[config.mk]
export PLATFORM = sky130hd
export DESIGN_NAME = uart_rx_fifo
export DESIGN_NICKNAME = d
export VERILOG_FILES = /design/src/rtl/uart_rx_fifo.sv
export SDC_FILE = /design/constraint.sdc
export NUM_CORES = 1
export LEC_CHECK = 0
export ABC_AREA = 1
export BUFFER_PORTS_ARGS = -buffer_cell sky130_fd_sc_hd__buf_2
export CAP_MARGIN = 0
export CORE_AREA = 8 8 86 88
export CTS_CLUSTER_SIZE = 30
export DETAILED_ROUTE_END_ITERATION = 10
export DIE_AREA = 0 0 94 96
export PLACE_DENSITY = 0.72
export SYNTH_ARGS = -nofsm -noshare
export SYNTH_HDL_FRONTEND = slang
export SYNTH_SLANG_ARGS = --single-unit
[constraint.sdc]
create_clock -name clk -period 3.3 [get_ports clk]
set_input_delay 0.165 -clock clk [delete_from_list [all_inputs] [get_ports clk]]
set_output_delay 0.165 -clock clk [all_outputs]
set_load 0.03 [all_outputs]
[src/rtl/uart_rx_fifo.sv]
// 8N1 UART receiver with a small receive FIFO and per-byte line-error pulses.
// Define UART_RX_PARITY_EN to add an even-parity bit after the data bits (11-bit frame).
module uart_rx_fifo #(
    parameter int BAUD_DIV   = 868,
    parameter int FIFO_DEPTH = 4
) (
    input  logic                          clk,
    input  logic                          rst_n,
    input  logic                          rx_pin,
    output logic [7:0]                    rx_data,
    output logic                          rx_valid,
    input  logic                          rx_ready,
    output logic                          frame_err,
    output logic                          overrun,
    output logic                          parity_err,
    output logic                          rx_busy,
    output logic [$clog2(FIFO_DEPTH):0]   fifo_level
);
    localparam int CW = $clog2(BAUD_DIV);
    localparam int AW = $clog2(FIFO_DEPTH);
    localparam logic [CW-1:0] FULL_LOAD = CW'(BAUD_DIV - 1);
    localparam logic [CW-1:0] HALF_LOAD = CW'(BAUD_DIV / 2 - 1);

    typedef enum logic [2:0] {
        IDLE   = 3'd0,
        START  = 3'd1,
        DATA   = 3'd2,
        STOP   = 3'd3,
`ifdef UART_RX_PARITY_EN
        PARITY = 3'd5,
`endif
        BREAK  = 3'd4
    } state_t;

`ifdef UART_RX_PARITY_EN
    function automatic logic parity_bad(input logic [7:0] d, input logic p);
        return ^{d, p};
    endfunction
`endif

    logic          sync1_q, sync2_q, rx_prev_q;
    logic          rx_s;
    state_t        state_q, state_d;
    logic [CW-1:0] cnt_q, cnt_d;
    logic [2:0]    bit_cnt_q, bit_cnt_d;
    logic [7:0]    shift_q, shift_d;
    logic          push_s, tick_s;
    logic          frame_err_q, frame_err_d;
    logic          overrun_q, overrun_d;
    logic [7:0]    mem_q [FIFO_DEPTH];
    logic [7:0]    mem_d [FIFO_DEPTH];
    logic [AW:0]   wr_q, wr_d, rd_q, rd_d;
    logic          full_s, pop_s, push_ok_s;

    assign rx_s   = sync2_q;
    assign tick_s = (cnt_q == '0);

    // Two-flop synchroniser plus previous-sample flop for start-edge detection.
    always_ff @(posedge clk or negedge rst_n) begin
        if (!rst_n) begin
            sync1_q   <= 1'b1;
            sync2_q   <= 1'b1;
            rx_prev_q <= 1'b1;
        end else begin
            sync1_q   <= rx_pin;
            sync2_q   <= sync1_q;
            rx_prev_q <= sync2_q;
        end
    end

`ifdef UART_RX_PARITY_EN
    logic par_q, par_d, parity_err_q, parity_err_d;
    // Parity sample and registered parity-error pulse.
    always_ff @(posedge clk or negedge rst_n) begin
        if (!rst_n) begin
            par_q        <= 1'b0;
            parity_err_q <= 1'b0;
        end else begin
            par_q        <= par_d;
            parity_err_q <= parity_err_d;
        end
    end
    assign parity_err = parity_err_q;
`else
    assign parity_err = 1'b0;
`endif

    // Receive FSM: bit timing, sampling and byte assembly.
    always_comb begin
        state_d     = state_q;
        cnt_d       = tick_s ? FULL_LOAD : cnt_q - 1'b1;
        bit_cnt_d   = bit_cnt_q;
        shift_d     = shift_q;
        push_s      = 1'b0;
        frame_err_d = 1'b0;
`ifdef UART_RX_PARITY_EN
        par_d        = par_q;
        parity_err_d = 1'b0;
`endif
        case (state_q)
            IDLE: begin
                cnt_d = HALF_LOAD;
                if (rx_prev_q && !rx_s) begin
                    state_d   = START;
                    bit_cnt_d = 3'd0;
                end else begin
                    state_d = IDLE;
                end
            end
            START: begin
                if (tick_s) begin
                    state_d = rx_s ? IDLE : DATA;
                end else begin
                    state_d = START;
                end
            end
            DATA: begin
                if (tick_s) begin
                    shift_d   = {rx_s, shift_q[7:1]};
                    bit_cnt_d = bit_cnt_q + 3'd1;
`ifdef UART_RX_PARITY_EN
                    state_d   = (bit_cnt_q == 3'd7) ? PARITY : DATA;
`else
                    state_d   = (bit_cnt_q == 3'd7) ? STOP : DATA;
`endif
                end else begin
                    state_d = DATA;
                end
            end
`ifdef UART_RX_PARITY_EN
            PARITY: begin
                if (tick_s) begin
                    par_d   = rx_s;
                    state_d = STOP;
                end else begin
                    state_d = PARITY;
                end
            end
`endif
            STOP: begin
                if (tick_s) begin
`ifdef UART_RX_PARITY_EN
                    parity_err_d = parity_bad(shift_q, par_q);
`endif
                    push_s      = rx_s;
                    frame_err_d = !rx_s;
                    state_d     = rx_s ? IDLE : BREAK;
                end else begin
                    state_d = STOP;
                end
            end
            BREAK: begin
                state_d = rx_s ? IDLE : BREAK;
            end
            default: begin
                state_d = IDLE;
            end
        endcase
    end

    // FIFO pointer/storage update; a full FIFO still accepts a push when popped the same cycle.
    always_comb begin
        full_s    = (wr_q[AW] != rd_q[AW]) && (wr_q[AW-1:0] == rd_q[AW-1:0]);
        pop_s     = rx_valid && rx_ready;
        push_ok_s = push_s && (!full_s || pop_s);
        overrun_d = push_s && full_s && !pop_s;
        mem_d     = mem_q;
        if (push_ok_s) begin
            mem_d[wr_q[AW-1:0]] = shift_q;
        end else begin
            mem_d = mem_q;
        end
        wr_d = wr_q + {{AW{1'b0}}, push_ok_s};
        rd_d = rd_q + {{AW{1'b0}}, pop_s};
    end

    // All receiver and FIFO state registers.
    always_ff @(posedge clk or negedge rst_n) begin
        if (!rst_n) begin
            state_q     <= IDLE;
            cnt_q       <= '0;
            bit_cnt_q   <= 3'd0;
            shift_q     <= 8'h00;
            frame_err_q <= 1'b0;
            overrun_q   <= 1'b0;
            wr_q        <= '0;
            rd_q        <= '0;
            for (int i = 0; i < FIFO_DEPTH; i++) begin
                mem_q[i] <= 8'h00;
            end
        end else begin
            state_q     <= state_d;
            cnt_q       <= cnt_d;
            bit_cnt_q   <= bit_cnt_d;
            shift_q     <= shift_d;
            frame_err_q <= frame_err_d;
            overrun_q   <= overrun_d;
            wr_q        <= wr_d;
            rd_q        <= rd_d;
            mem_q       <= mem_d;
        end
    end

    assign fifo_level = wr_q - rd_q;
    assign rx_valid   = (wr_q != rd_q);
    assign rx_data    = mem_q[rd_q[AW-1:0]];
    assign frame_err  = frame_err_q;
    assign overrun    = overrun_q;
    assign rx_busy    = (state_q != IDLE);
endmodule
==> results.yml <==
run_status:
  status: "finished clean"
sta:
  max_freq_mhz: 415
  rsz0062_at_grt: "no"
  tns_ns: 0
  finalCriticalPeriod_ns: 2.41
  setup_violations: 0
  worst_slack_ns: 0.891
  slew_violations: 0
  worst_hold_slack_ns: 0.198
  period_share_pct: 73.0
  worst_pin_slew_ns: 0.920
  hold_viol: 0
  finClkSkew_ns: 0.00646
  slew_headroom_pct: 38.6
yosys:
  synth_top_cell_by_area: "dfrtp_1"
  yosys_warnings: 0
  synth_area_um2: 3220
  syn_inst: 375
  syn-mean-instance-area_um2: 8.59
  synth_seq_cells: 67
  synth_top_area_share_pct: 49.7
  synth_fp_nets: 390
  synth.area.top_cells: "dfrtp_1, nand2_1, nand3_1"
  synth_seq_area_share_pct: 52.2
  synthDistinctLibCells: 24
global_route:
  antenna_found_initial: 0
  grt_pass1_vias: 2484
  grt_usage_pct: 17.7
  grt_remaining_overflow: 0
  grt_max_degree: 43
  grt_pass1_wl_um: 12300
clocking:
  cts_tree: "yes"
  htree_levels: 3
  cts_setup_buffers: 0
  cts_buffer_depth: 2
  cts_root_buffer: "clkbuf_8"
  clock-sinks: 67
  insertion_delay_ns: 0.33
  cts.clk_slew.worst_paths_ns: 0.07
  cts_hold_buf: 2
  ctsResizeCount: 0
  numCtsBuffers: 9
worst_setup_path:
  cp-start-kind: "register"
  critical_path_class: "reg -> reg"
  path_cells: "inv_1, ha_1, nand2_1, inv_1, nand3_2, inv_1, nor2_4, buf_4, ha_1, ha_1, xor2_1"
  crit_arrival_ns: 2.63
  worstPathMaxFanout: 33
  path_buf_inv: 4
  required_ns: 3.52
  critPathTopFamily: "adder cells"
  slowest_stage: "dfrtp_1"
  critical_path.endpoint_type: "register"
  reg2regPathDepth: 11
  timing.rr.start: "rd_q[1]"
  rrSetupSlack_ns: 0.89
  slowest_delay_ns: 0.54
  r2r-end: "wr_q[2]"
flow_run:
  maxCapViolCount: 0
detailed_routing:
  vias: 2607
  firstDrtPassIters: 5
  drc: 0
  detail_route.wirelength_um: 7250
  vias_per_cell: 5.39
  wl_per_cell_um: 15.0
  dr.first_iter.drc_count: 173
  ant_nets: 0
hold_path:
  hold_depth: 4
  hold_class: "in -> reg"
  hold-path-endpoint: "overrun"
  holdCritStartpoint: "rx_ready"
finish:
  nFillCells: 544
  synthToLayoutAreaGrowth_pct: 11.0
  multi_input_area_um2: 1340
  drive_above_1_share_pct: 14.0
  antenna_cells: 0
  fin_nets: 417
  area.sequential_um2: 1680
pwr:
  ir_worst_vdd_mv: 0.434
  leakagePower_nw: 1.90
  p_per_area_nw_per_um2: 676
die:
  io_pins: 20
  die-area_um2: 9020
  die_h_um: 96
  num_rows: 29
  core_um2: 6100
  initial_core_util_pct: 52.8
  die_w_um: 94
placed_design:
  gp_congestion: 0.898
  numPortBuffers: 18
  pre_cts_slack_ns: 0.908
  dp_hpwl_um: 5130
-- cells in the mapped netlist --
cell and count:
buf_4 2, dfstp_2 3, xor2_1 6, nor2_1 27, nand2_2 1, nand4_1 7, inv_1 34, nor2_2 5
conb_1 1, inv_2 3, clkinv_1 1, ha_1 10, clkbuf_1 2, a21oi_1 3, fa_1 1, nand2_1 108
dfrtp_1 64, nand3_1 45, buf_6 3, nor2_4 6, xnor2_1 1, nand3_2 3, o22ai_1 8, o21ai_0 31
-- cells by family (layout without fill, tap and decap cells) --
family,after synthesis,after routing,synth area share (%)
AND/OR/NAND/NOR,202,202,28.3
flip-flops,67,67,52.2
buffers and inverters,45,77,6.18
AO/OA/AOI/OAI,42,42,6.84
adder cells (fa/ha/maj),11,11,4.51
XOR/XNOR,7,7,1.90
other,1,1,0.116
-- cells in the final DEF (no fill, tap or decap), drive strengths merged --
cell,Yosys,routed
nand4,7,7
dfrtp,64,64
dlygate4sd3,0,2
clkinv,1,3
conb,1,1
o21ai,31,31
ha,10,10
inv,37,37
clkbuf,2,12
fa,1,1
nand3,48,48
a21oi,3,3
xor2,6,6
nor2,38,38
dfstp,3,3
buf,5,21
o22ai,8,8
nand2,109,109
clkinvlp,0,2
xnor2,1,1
-- power breakdown --
part           total [mW]  leakage, nW  switching (mW)  internal [mW]
logic               0.827        0.924           0.574          0.253
clock network       0.614       0.0884           0.303          0.311
registers           0.974        0.884          0.0904          0.884
-- worst max-delay path by stage --
| stage | slack (ns) | start | end | cells after the start |
|---|---|---|---|---|
| finish | 0.89 | rd_q[1] | wr_q[2] | 11 |
| global route | 0.73 | rd_q[1] | wr_q[2] | 11 |
| CTS | 0.90 | rd_q[1] | wr_q[2] | 11 |
| detailed placement | 0.91 | rd_q[1] | wr_q[2] | 11 |
| global placement | 1.03 | rd_q[1] | wr_q[2] | 11 |
| floorplan | 1.28 | rd_q[1] | wr_q[2] | 11 |
-- sequential cells by signal, indices dropped and copies added (netlist names) --
register / count
overrun: 1
state_q: 3
rx_s: 1
wr_q: 3
rx_prev_q: 1
shift_q: 8
cnt_q: 10
frame_err: 1
bit_cnt_q: 3
sync1_q: 1
mem_q: 32
rd_q: 3
-- stage by stage --
stage | power (mW) | util [%] | cell area [um2] | instances
2_1_floorplan | 1.57 | - | 3220 | 375
3_3_place_gp | 1.78 | 55.3 | 3370 | 466
3_5_place_dp | 1.81 | 55.3 | 3370 | 466
4_1_cts | 2.43 | 58.6 | 3570 | 484
5_1_grt | 2.56 | 58.6 | 3570 | 484
6_report | 2.41 | 58.6 | 3570 | 484
-- final cells by class --
type,instances,area share [%]
Clock buffer,12,4.34
Timing Repair Buffer,23,3.71
Clock inverter,4,0.700
Multi-Input combinational cell,263,37.5
Inverter,38,3.99
Tap cell,77,2.70
Sequential cell,67,47.0
-- worst register-to-register path, cell delays in order (launching register included) --
cell     delay [ns]
dfrtp_1        0.54
inv_1          0.22
ha_1           0.33
nand2_1        0.05
inv_1          0.09
nand3_2        0.13
inv_1          0.12
nor2_4         0.04
buf_4          0.22
ha_1           0.22
ha_1           0.18
xor2_1         0.14
-- per-layer routing --
layer	part of all wire [%]	vias up	track usage, %
met1	47	1224	24.5
met2	44	97	25.3
li1	-	1268	-
met3	6.2	18	3.74
met4	2.7	0	9.91
met5	0	-	0
No activity file was read; power rests on OpenSTA's default activity.
